## src/rtl/ccu_cd_router_if.sv

```systemverilog
// CD router bundle: job push port, per-master CD channels,
// shared consumer forward bus and status.
interface ccu_cd_router_if #(
  parameter int NoMstPorts  = 4,
  parameter int NoUsers     = 2,
  parameter int FifoDepth   = 4,
  parameter int CdDataWidth = 64
);
  localparam int MstIdxW = $clog2(NoMstPorts);
  localparam int UsrIdxW = $clog2(NoUsers);
  localparam int CntW    = $clog2(FifoDepth + 1);

  logic                              push_valid_i;
  logic                              push_ready_o;
  logic [UsrIdxW-1:0]                push_user_i;
  logic [NoMstPorts-1:0]             push_avail_i;
  logic [MstIdxW-1:0]                push_first_i;
  logic [NoMstPorts-1:0]             cd_valid_i;
  logic [NoMstPorts-1:0]             cd_ready_o;
  logic [NoMstPorts*CdDataWidth-1:0] cd_data_i;
  logic [NoMstPorts-1:0]             cd_last_i;
  logic [NoUsers-1:0]                usr_valid_o;
  logic [NoUsers-1:0]                usr_ready_i;
  logic [CdDataWidth-1:0]            usr_data_o;
  logic                              usr_last_o;
  logic [MstIdxW-1:0]                usr_src_o;
  logic                              job_done_o;
  logic [CntW-1:0]                   count_o;
  logic                              proto_err_o;

  modport slave (
    input  push_valid_i, push_user_i, push_avail_i, push_first_i,
    input  cd_valid_i, cd_data_i, cd_last_i, usr_ready_i,
    output push_ready_o, cd_ready_o, usr_valid_o, usr_data_o,
    output usr_last_o, usr_src_o, job_done_o, count_o, proto_err_o
  );

  modport master (
    output push_valid_i, push_user_i, push_avail_i, push_first_i,
    output cd_valid_i, cd_data_i, cd_last_i, usr_ready_i,
    input  push_ready_o, cd_ready_o, usr_valid_o, usr_data_o,
    input  usr_last_o, usr_src_o, job_done_o, count_o, proto_err_o
  );
endinterface

```

## src/rtl/ccu_cd_router.sv

```systemverilog
// In-order CD-channel router: forwards the head job's first
// responder to its consumer and drains the other responders.
module ccu_cd_router #(
  parameter int NoMstPorts  = 4,
  parameter int NoUsers     = 2,
  parameter int FifoDepth   = 4,
  parameter int CdBeats     = 2,
  parameter int CdDataWidth = 64
) (
  input logic            clk_i,
  input logic            rst_i,
  ccu_cd_router_if.slave bus
);
  localparam int MstIdxW = $clog2(NoMstPorts);
  localparam int UsrIdxW = $clog2(NoUsers);
  localparam int CntW    = $clog2(FifoDepth + 1);
  localparam int PtrW    = $clog2(FifoDepth);
  localparam int BeatW   = $clog2(CdBeats + 1);

  localparam logic [CntW-1:0]  Full    = CntW'(FifoDepth);
  localparam logic [BeatW-1:0] LastCnt = BeatW'(CdBeats - 1);
  localparam logic [BeatW-1:0] MaxCnt  = BeatW'(CdBeats);

  typedef struct packed {
    logic [UsrIdxW-1:0]    user;
    logic [NoMstPorts-1:0] avail;
    logic [MstIdxW-1:0]    first;
  } job_t;

  job_t                  mem [FifoDepth];
  logic [PtrW-1:0]       wr_ptr;
  logic [PtrW-1:0]       rd_ptr;
  logic [CntW-1:0]       count;
  logic [NoMstPorts-1:0] done;
  logic [BeatW-1:0]      beat_cnt [NoMstPorts];
  logic                  proto_err;

  job_t                   head;
  logic                   busy;
  logic                   push;
  logic                   pop;
  logic                   fwd_en;
  logic [NoMstPorts-1:0]  pend;
  logic [NoMstPorts-1:0]  cd_ready;
  logic [NoMstPorts-1:0]  acc;
  logic [NoMstPorts-1:0]  acc_last;
  logic [NoMstPorts-1:0]  beat_err;
  logic [NoUsers-1:0]     usr_valid;
  logic [CdDataWidth-1:0] usr_data;
  logic                   usr_last;
  logic [MstIdxW-1:0]     usr_src;

  assign busy   = (count != '0);
  assign head   = mem[rd_ptr];
  assign pend   = busy ? (head.avail & ~done) : '0;
  assign fwd_en = busy && pend[head.first];
  assign push   = bus.push_valid_i && (count != Full);

  // Non-first responders drain freely; the first waits on its consumer.
  always_comb begin
    cd_ready = pend;
    if (fwd_en) cd_ready[head.first] = bus.usr_ready_i[head.user];
  end

  always_comb begin
    usr_valid = '0;
    usr_data  = '0;
    usr_last  = 1'b0;
    usr_src   = '0;
    if (fwd_en && bus.cd_valid_i[head.first]) begin
      usr_valid[head.user] = 1'b1;
      usr_data = bus.cd_data_i[head.first*CdDataWidth +: CdDataWidth];
      usr_last = bus.cd_last_i[head.first];
      usr_src  = head.first;
    end
  end

  assign acc      = bus.cd_valid_i & cd_ready;
  assign acc_last = acc & bus.cd_last_i;
  assign pop      = busy && (((done | acc_last) & head.avail) == head.avail);

  always_comb begin
    beat_err = '0;
    for (int i = 0; i < NoMstPorts; i++) begin
      if (acc[i]) begin
        if (bus.cd_last_i[i]) beat_err[i] = (beat_cnt[i] != LastCnt);
        else                  beat_err[i] = (beat_cnt[i] >= LastCnt);
      end
    end
  end

  always_ff @(posedge clk_i or posedge rst_i) begin
    if (rst_i) begin
      wr_ptr    <= '0;
      rd_ptr    <= '0;
      count     <= '0;
      done      <= '0;
      proto_err <= 1'b0;
      for (int i = 0; i < NoMstPorts; i++) beat_cnt[i] <= '0;
    end else begin
      if (push) wr_ptr <= wr_ptr + PtrW'(1);
      if (pop)  rd_ptr <= rd_ptr + PtrW'(1);
      count <= count + CntW'(push) - CntW'(pop);
      done  <= pop ? '0 : (done | acc_last);
      if (|beat_err) proto_err <= 1'b1;
      // Saturate so an over-long burst keeps flagging until last.
      for (int i = 0; i < NoMstPorts; i++) begin
        if (acc[i]) begin
          if (bus.cd_last_i[i])          beat_cnt[i] <= '0;
          else if (beat_cnt[i] != MaxCnt) beat_cnt[i] <= beat_cnt[i] + BeatW'(1);
        end
      end
    end
  end

  always_ff @(posedge clk_i) begin
    if (push) begin
      mem[wr_ptr] <= '{user:  bus.push_user_i,
                       avail: bus.push_avail_i,
                       first: bus.push_first_i};
    end
  end

  assign bus.push_ready_o = (count != Full);
  assign bus.cd_ready_o   = cd_ready;
  assign bus.usr_valid_o  = usr_valid;
  assign bus.usr_data_o   = usr_data;
  assign bus.usr_last_o   = usr_last;
  assign bus.usr_src_o    = usr_src;
  assign bus.job_done_o   = pop;
  assign bus.count_o      = count;
  assign bus.proto_err_o  = proto_err;
endmodule
```

## src/flat_wrapper.sv

```systemverilog
// flat-port wrapper written by rule: the top's interface ports become plain ports
module ccu_cd_router_flat 
#(
  parameter int NoMstPorts  = 4,
  parameter int NoUsers     = 2,
  parameter int FifoDepth   = 4,
  parameter int CdBeats     = 2,
  parameter int CdDataWidth = 64
)
  (clk_i, rst_i, bus_push_valid_i, bus_push_user_i, bus_push_avail_i, bus_push_first_i, bus_cd_valid_i, bus_cd_data_i, bus_cd_last_i, bus_usr_ready_i, bus_push_ready_o, bus_cd_ready_o, bus_usr_valid_o, bus_usr_data_o, bus_usr_last_o, bus_usr_src_o, bus_job_done_o, bus_count_o, bus_proto_err_o);
  ccu_cd_router_if #(.NoMstPorts(NoMstPorts), .NoUsers(NoUsers), .FifoDepth(FifoDepth), .CdDataWidth(CdDataWidth)) bus_i ();
  input logic clk_i;
  input logic rst_i;
  input wire logic [$bits(bus_i.push_valid_i)-1:0] bus_push_valid_i;
  input wire logic [$bits(bus_i.push_user_i)-1:0] bus_push_user_i;
  input wire logic [$bits(bus_i.push_avail_i)-1:0] bus_push_avail_i;
  input wire logic [$bits(bus_i.push_first_i)-1:0] bus_push_first_i;
  input wire logic [$bits(bus_i.cd_valid_i)-1:0] bus_cd_valid_i;
  input wire logic [$bits(bus_i.cd_data_i)-1:0] bus_cd_data_i;
  input wire logic [$bits(bus_i.cd_last_i)-1:0] bus_cd_last_i;
  input wire logic [$bits(bus_i.usr_ready_i)-1:0] bus_usr_ready_i;
  output wire logic [$bits(bus_i.push_ready_o)-1:0] bus_push_ready_o;
  output wire logic [$bits(bus_i.cd_ready_o)-1:0] bus_cd_ready_o;
  output wire logic [$bits(bus_i.usr_valid_o)-1:0] bus_usr_valid_o;
  output wire logic [$bits(bus_i.usr_data_o)-1:0] bus_usr_data_o;
  output wire logic [$bits(bus_i.usr_last_o)-1:0] bus_usr_last_o;
  output wire logic [$bits(bus_i.usr_src_o)-1:0] bus_usr_src_o;
  output wire logic [$bits(bus_i.job_done_o)-1:0] bus_job_done_o;
  output wire logic [$bits(bus_i.count_o)-1:0] bus_count_o;
  output wire logic [$bits(bus_i.proto_err_o)-1:0] bus_proto_err_o;
  assign bus_i.push_valid_i = bus_push_valid_i;
  assign bus_i.push_user_i = bus_push_user_i;
  assign bus_i.push_avail_i = bus_push_avail_i;
  assign bus_i.push_first_i = bus_push_first_i;
  assign bus_i.cd_valid_i = bus_cd_valid_i;
  assign bus_i.cd_data_i = bus_cd_data_i;
  assign bus_i.cd_last_i = bus_cd_last_i;
  assign bus_i.usr_ready_i = bus_usr_ready_i;
  assign bus_push_ready_o = bus_i.push_ready_o;
  assign bus_cd_ready_o = bus_i.cd_ready_o;
  assign bus_usr_valid_o = bus_i.usr_valid_o;
  assign bus_usr_data_o = bus_i.usr_data_o;
  assign bus_usr_last_o = bus_i.usr_last_o;
  assign bus_usr_src_o = bus_i.usr_src_o;
  assign bus_job_done_o = bus_i.job_done_o;
  assign bus_count_o = bus_i.count_o;
  assign bus_proto_err_o = bus_i.proto_err_o;
  ccu_cd_router #(.NoMstPorts(NoMstPorts), .NoUsers(NoUsers), .FifoDepth(FifoDepth), .CdBeats(CdBeats), .CdDataWidth(CdDataWidth)) u_core (.clk_i(clk_i), .rst_i(rst_i), .bus(bus_i));
endmodule
```

## config.mk

```make
export PLATFORM = sky130hd
export DESIGN_NAME = ccu_cd_router_flat
export DESIGN_NICKNAME = d
export VERILOG_FILES = /design/src/rtl/ccu_cd_router_if.sv /design/src/rtl/ccu_cd_router.sv /design/src/flat_wrapper.sv
export SDC_FILE = /design/constraint.sdc
export NUM_CORES = 1
export LEC_CHECK = 0
export CAP_MARGIN = 30
export CORE_MARGIN = 10
export CORE_UTILIZATION = 30
export CTS_BUF_LIST = sky130_fd_sc_hd__clkbuf_2 sky130_fd_sc_hd__clkbuf_4 sky130_fd_sc_hd__clkbuf_8
export CTS_CLUSTER_DIAMETER = 120
export DETAILED_ROUTE_END_ITERATION = 10
export GPL_ROUTABILITY_DRIVEN = 0
export MAX_ROUTING_LAYER = met4
export PLACE_DENSITY = 0.86
export SYNTH_ARGS = -nofsm -noshare
export SYNTH_HDL_FRONTEND = slang
export SYNTH_SLANG_ARGS = --single-unit
```

## constraint.sdc

```tcl
create_clock -name clk_i -period 7.5 [get_ports clk_i]
set_input_delay 0.75 -clock clk_i [delete_from_list [all_inputs] [get_ports clk_i]]
set_output_delay 0.75 -clock clk_i [all_outputs]
set_load 0.01 [all_outputs]
```

==> metrics.cfg <==
[run_status]
outcome=finished clean

[setup_path]
reg2reg_slack_ns=2.95
cp_max_fo=46
r2r-end=u_core.bus.count_o[2]
path_class=flip-flop to output port
worstRegToRegCells=13
worstPathRequired_ns=6.75
r2r_start=u_core.rd_ptr[0]
startpoint_type=flip-flop
cp-end-kind=output port
arrival_ns=4.14

[route]
firstDrtPassIters=5
drc_errors=0
routed-via-count=4830
wl_um=25400
ant_nets=0
vias_per_cell=5.48
drt_iter0_drc=436
post_drt_wl_per_cell_um=28.8

[sta]
slew_headroom_pct=33.3
timing.fmax_mhz=205
finalHoldViolCount=0
worstMarginPinSlew_ns=1.00
rsz0062_at_grt=no
fin_skew_ns=0.00904
drv_slew=0
setup_viol=0
period_share_pct=65.2
min_period_ns=4.89
tns_ns=0
whs_ns=0.505

[synth]
synth_seq_cells=48
ys_warn_count=0
avgSynthCellArea_sq_um=12.8
syn-num-nets=648
synth.distinct_cells=47
synth_edf_count=28
synthesis.area_sq_um=4520
ys_dominant_reg_cell=edfxtp_1
syn_inst=353
synthArstFlopShare_pct=41.7
yosysSeqAreaShare_pct=29.7

[cts]
hold_buffers=0
root_buffer=clkbuf_8
tritoncts=yes
cts_buffers=5
htreeDepth=2
path_clk_slew_ns=0.09
cts_buffer_depth=2
cts_num_sinks=48
post_cts_buffers=0
cts_resized=0
clk_latency_ns=0.31

[power]
p_per_area_nw_per_um2=378
p_leak_nw=3.01
peakVddDrop_mv=0.333

[floorplan]
die_height_um=143
pin_count=355
start_util_pct=30.9
die_area_sq_um=20400
core_area_sq_um=14600
row_count=44
die_w_um=143

[global_routing]
overflow=0
grt_pass1_wl_um=35600
grt_pass1_vias=5131
grt_max_degree=72
antenna_found_initial=7
track_usage_pct=24.4

[hold_path]
min_to=u_core.done[1]
whs_path_depth=2
hp-class=flip-flop to flip-flop
hold_path.startpoint=u_core.done[1]

[final_layout]
drive_above_1_share_pct=13.3
layout_common_cells=clkdlybuf4s50_1, mux4_2, nor2b_1, edfxtp_1, inv_1
area_delta_synth_final_pct=84.2
fill_cells=1194
layout_commonest_cell=clkdlybuf4s50_1
final_nets=984

[place]
dp_hpwl_um=21500
io_buffers=354

[run]
max_cap_viol_count=0

-- registers in the layout (all words and copies together) (netlist names) --
register,count
u_core.mem,28
u_core.wr_ptr,2
u_core.bus.proto_err_o,1
u_core.beat_cnt,8
u_core.bus.count_o,3
u_core.done,4
u_core.rd_ptr,2
-- layout make-up --
class	instances	area [sq um]	area share (%)
timing repair buffer	356	3560	42.7
multi-input combinational	253	2950	35.4
antenna	7	17.5	0.210
inverter	25	93.8	1.13
sequential	48	1340	16.1
clock buffer	5	68.8	0.827
tap	184	230	2.77
clock inverter	3	68.8	0.827
-- metrics by stage --
| step | area, sq um | instances | worst slack [ns] | power [W] | util (%) |
|---|---|---|---|---|---|
| after floorplan | 4520 | 353 | 4.36 | 0.00187 | - |
| final | 8330 | 881 | 2.61 | 0.00315 | 56.9 |
| after global placement | 8170 | 866 | 3.07 | 0.00285 | 55.8 |
| after detailed placement | 8170 | 866 | 2.93 | 0.00292 | 55.8 |
| after global routing | 8330 | 881 | 2.14 | 0.00331 | 56.9 |
| after CTS | 8310 | 874 | 2.56 | 0.00316 | 56.7 |
-- cell families after synthesis --
family | count (synthesis) | share of synthesized area (%)
AOI/OAI and AO/OA | 34 | 5.70
xor gates and xnor gates | 5 | 0.969
muxes | 78 | 37.5
DFF | 48 | 29.7
and+or+nand+nor | 117 | 15.3
adders and majority gates | 19 | 5.43
buffers and inverters | 52 | 5.43
-- worst max-delay path by stage --
| stage | startpoint | endpoint | slack, ns | cells past startpoint |
|---|---|---|---|---|
| 2_1_floorplan | u_core.rd_ptr[0] | u_core.bus.count_o[2] | 4.36 | 15 |
| 3_3_place_gp | u_core.rd_ptr[0] | bus_job_done_o | 3.07 | 7 |
| 3_5_place_dp | u_core.rd_ptr[0] | bus_job_done_o | 2.93 | 7 |
| 4_1_cts | u_core.rd_ptr[0] | bus_job_done_o | 2.56 | 7 |
| 5_1_grt | u_core.rd_ptr[0] | bus_job_done_o | 2.14 | 7 |
| 6_report | u_core.rd_ptr[0] | bus_job_done_o | 2.61 | 7 |
-- metal layers --
metal	GRT usage (%)	vias up	part of all wire, %
met3	8.56	48	11
li1	-	2035	-
met1	28.3	2422	38
met5	-	-	0
met4	6.13	0	2.4
met2	39.6	325	48
-- cells in the mapped netlist, types with 4 or more instances --
master | count | area [sq um]
mux4_2 | 72 | 1620
nor2b_1 | 70 | 438
edfxtp_1 | 28 | 841
inv_1 | 25 | 93.8
dfrtp_1 | 20 | 500
ha_1 | 18 | 225
nor2_1 | 12 | 45.0
clkbuf_1 | 11 | 41.3
nand2_1 | 11 | 41.3
buf_2 | 9 | 45.0
o21ai_0 | 8 | 40.0
a21oi_1 | 6 | 30.0
and3_1 | 6 | 37.5
buf_6 | 5 | 56.3
a31oi_1 | 4 | 25.0
mux2i_1 | 4 | 40.0
-- worst max-delay path, cell delays in order, from the launching register on --
cell and delay, ns:
dfrtp_1 0.65, mux4_4 0.76, buf_4 0.76, inv_1 0.22
a31oi_1 0.31, a31oi_1 0.22, nor2_4 0.24, clkdlybuf4s50_1 0.58
-- where the power goes --
| group | internal, W | switching, W |
|---|---|---|
| logic | 0.00134 | 0.00116 |
| clock network | 0.000134 | 0.0000888 |
| registers | 0.000362 | 0.0000689 |
| total | 0.00183 | 0.00131 |
No activity file was read; power rests on OpenSTA's default activity.
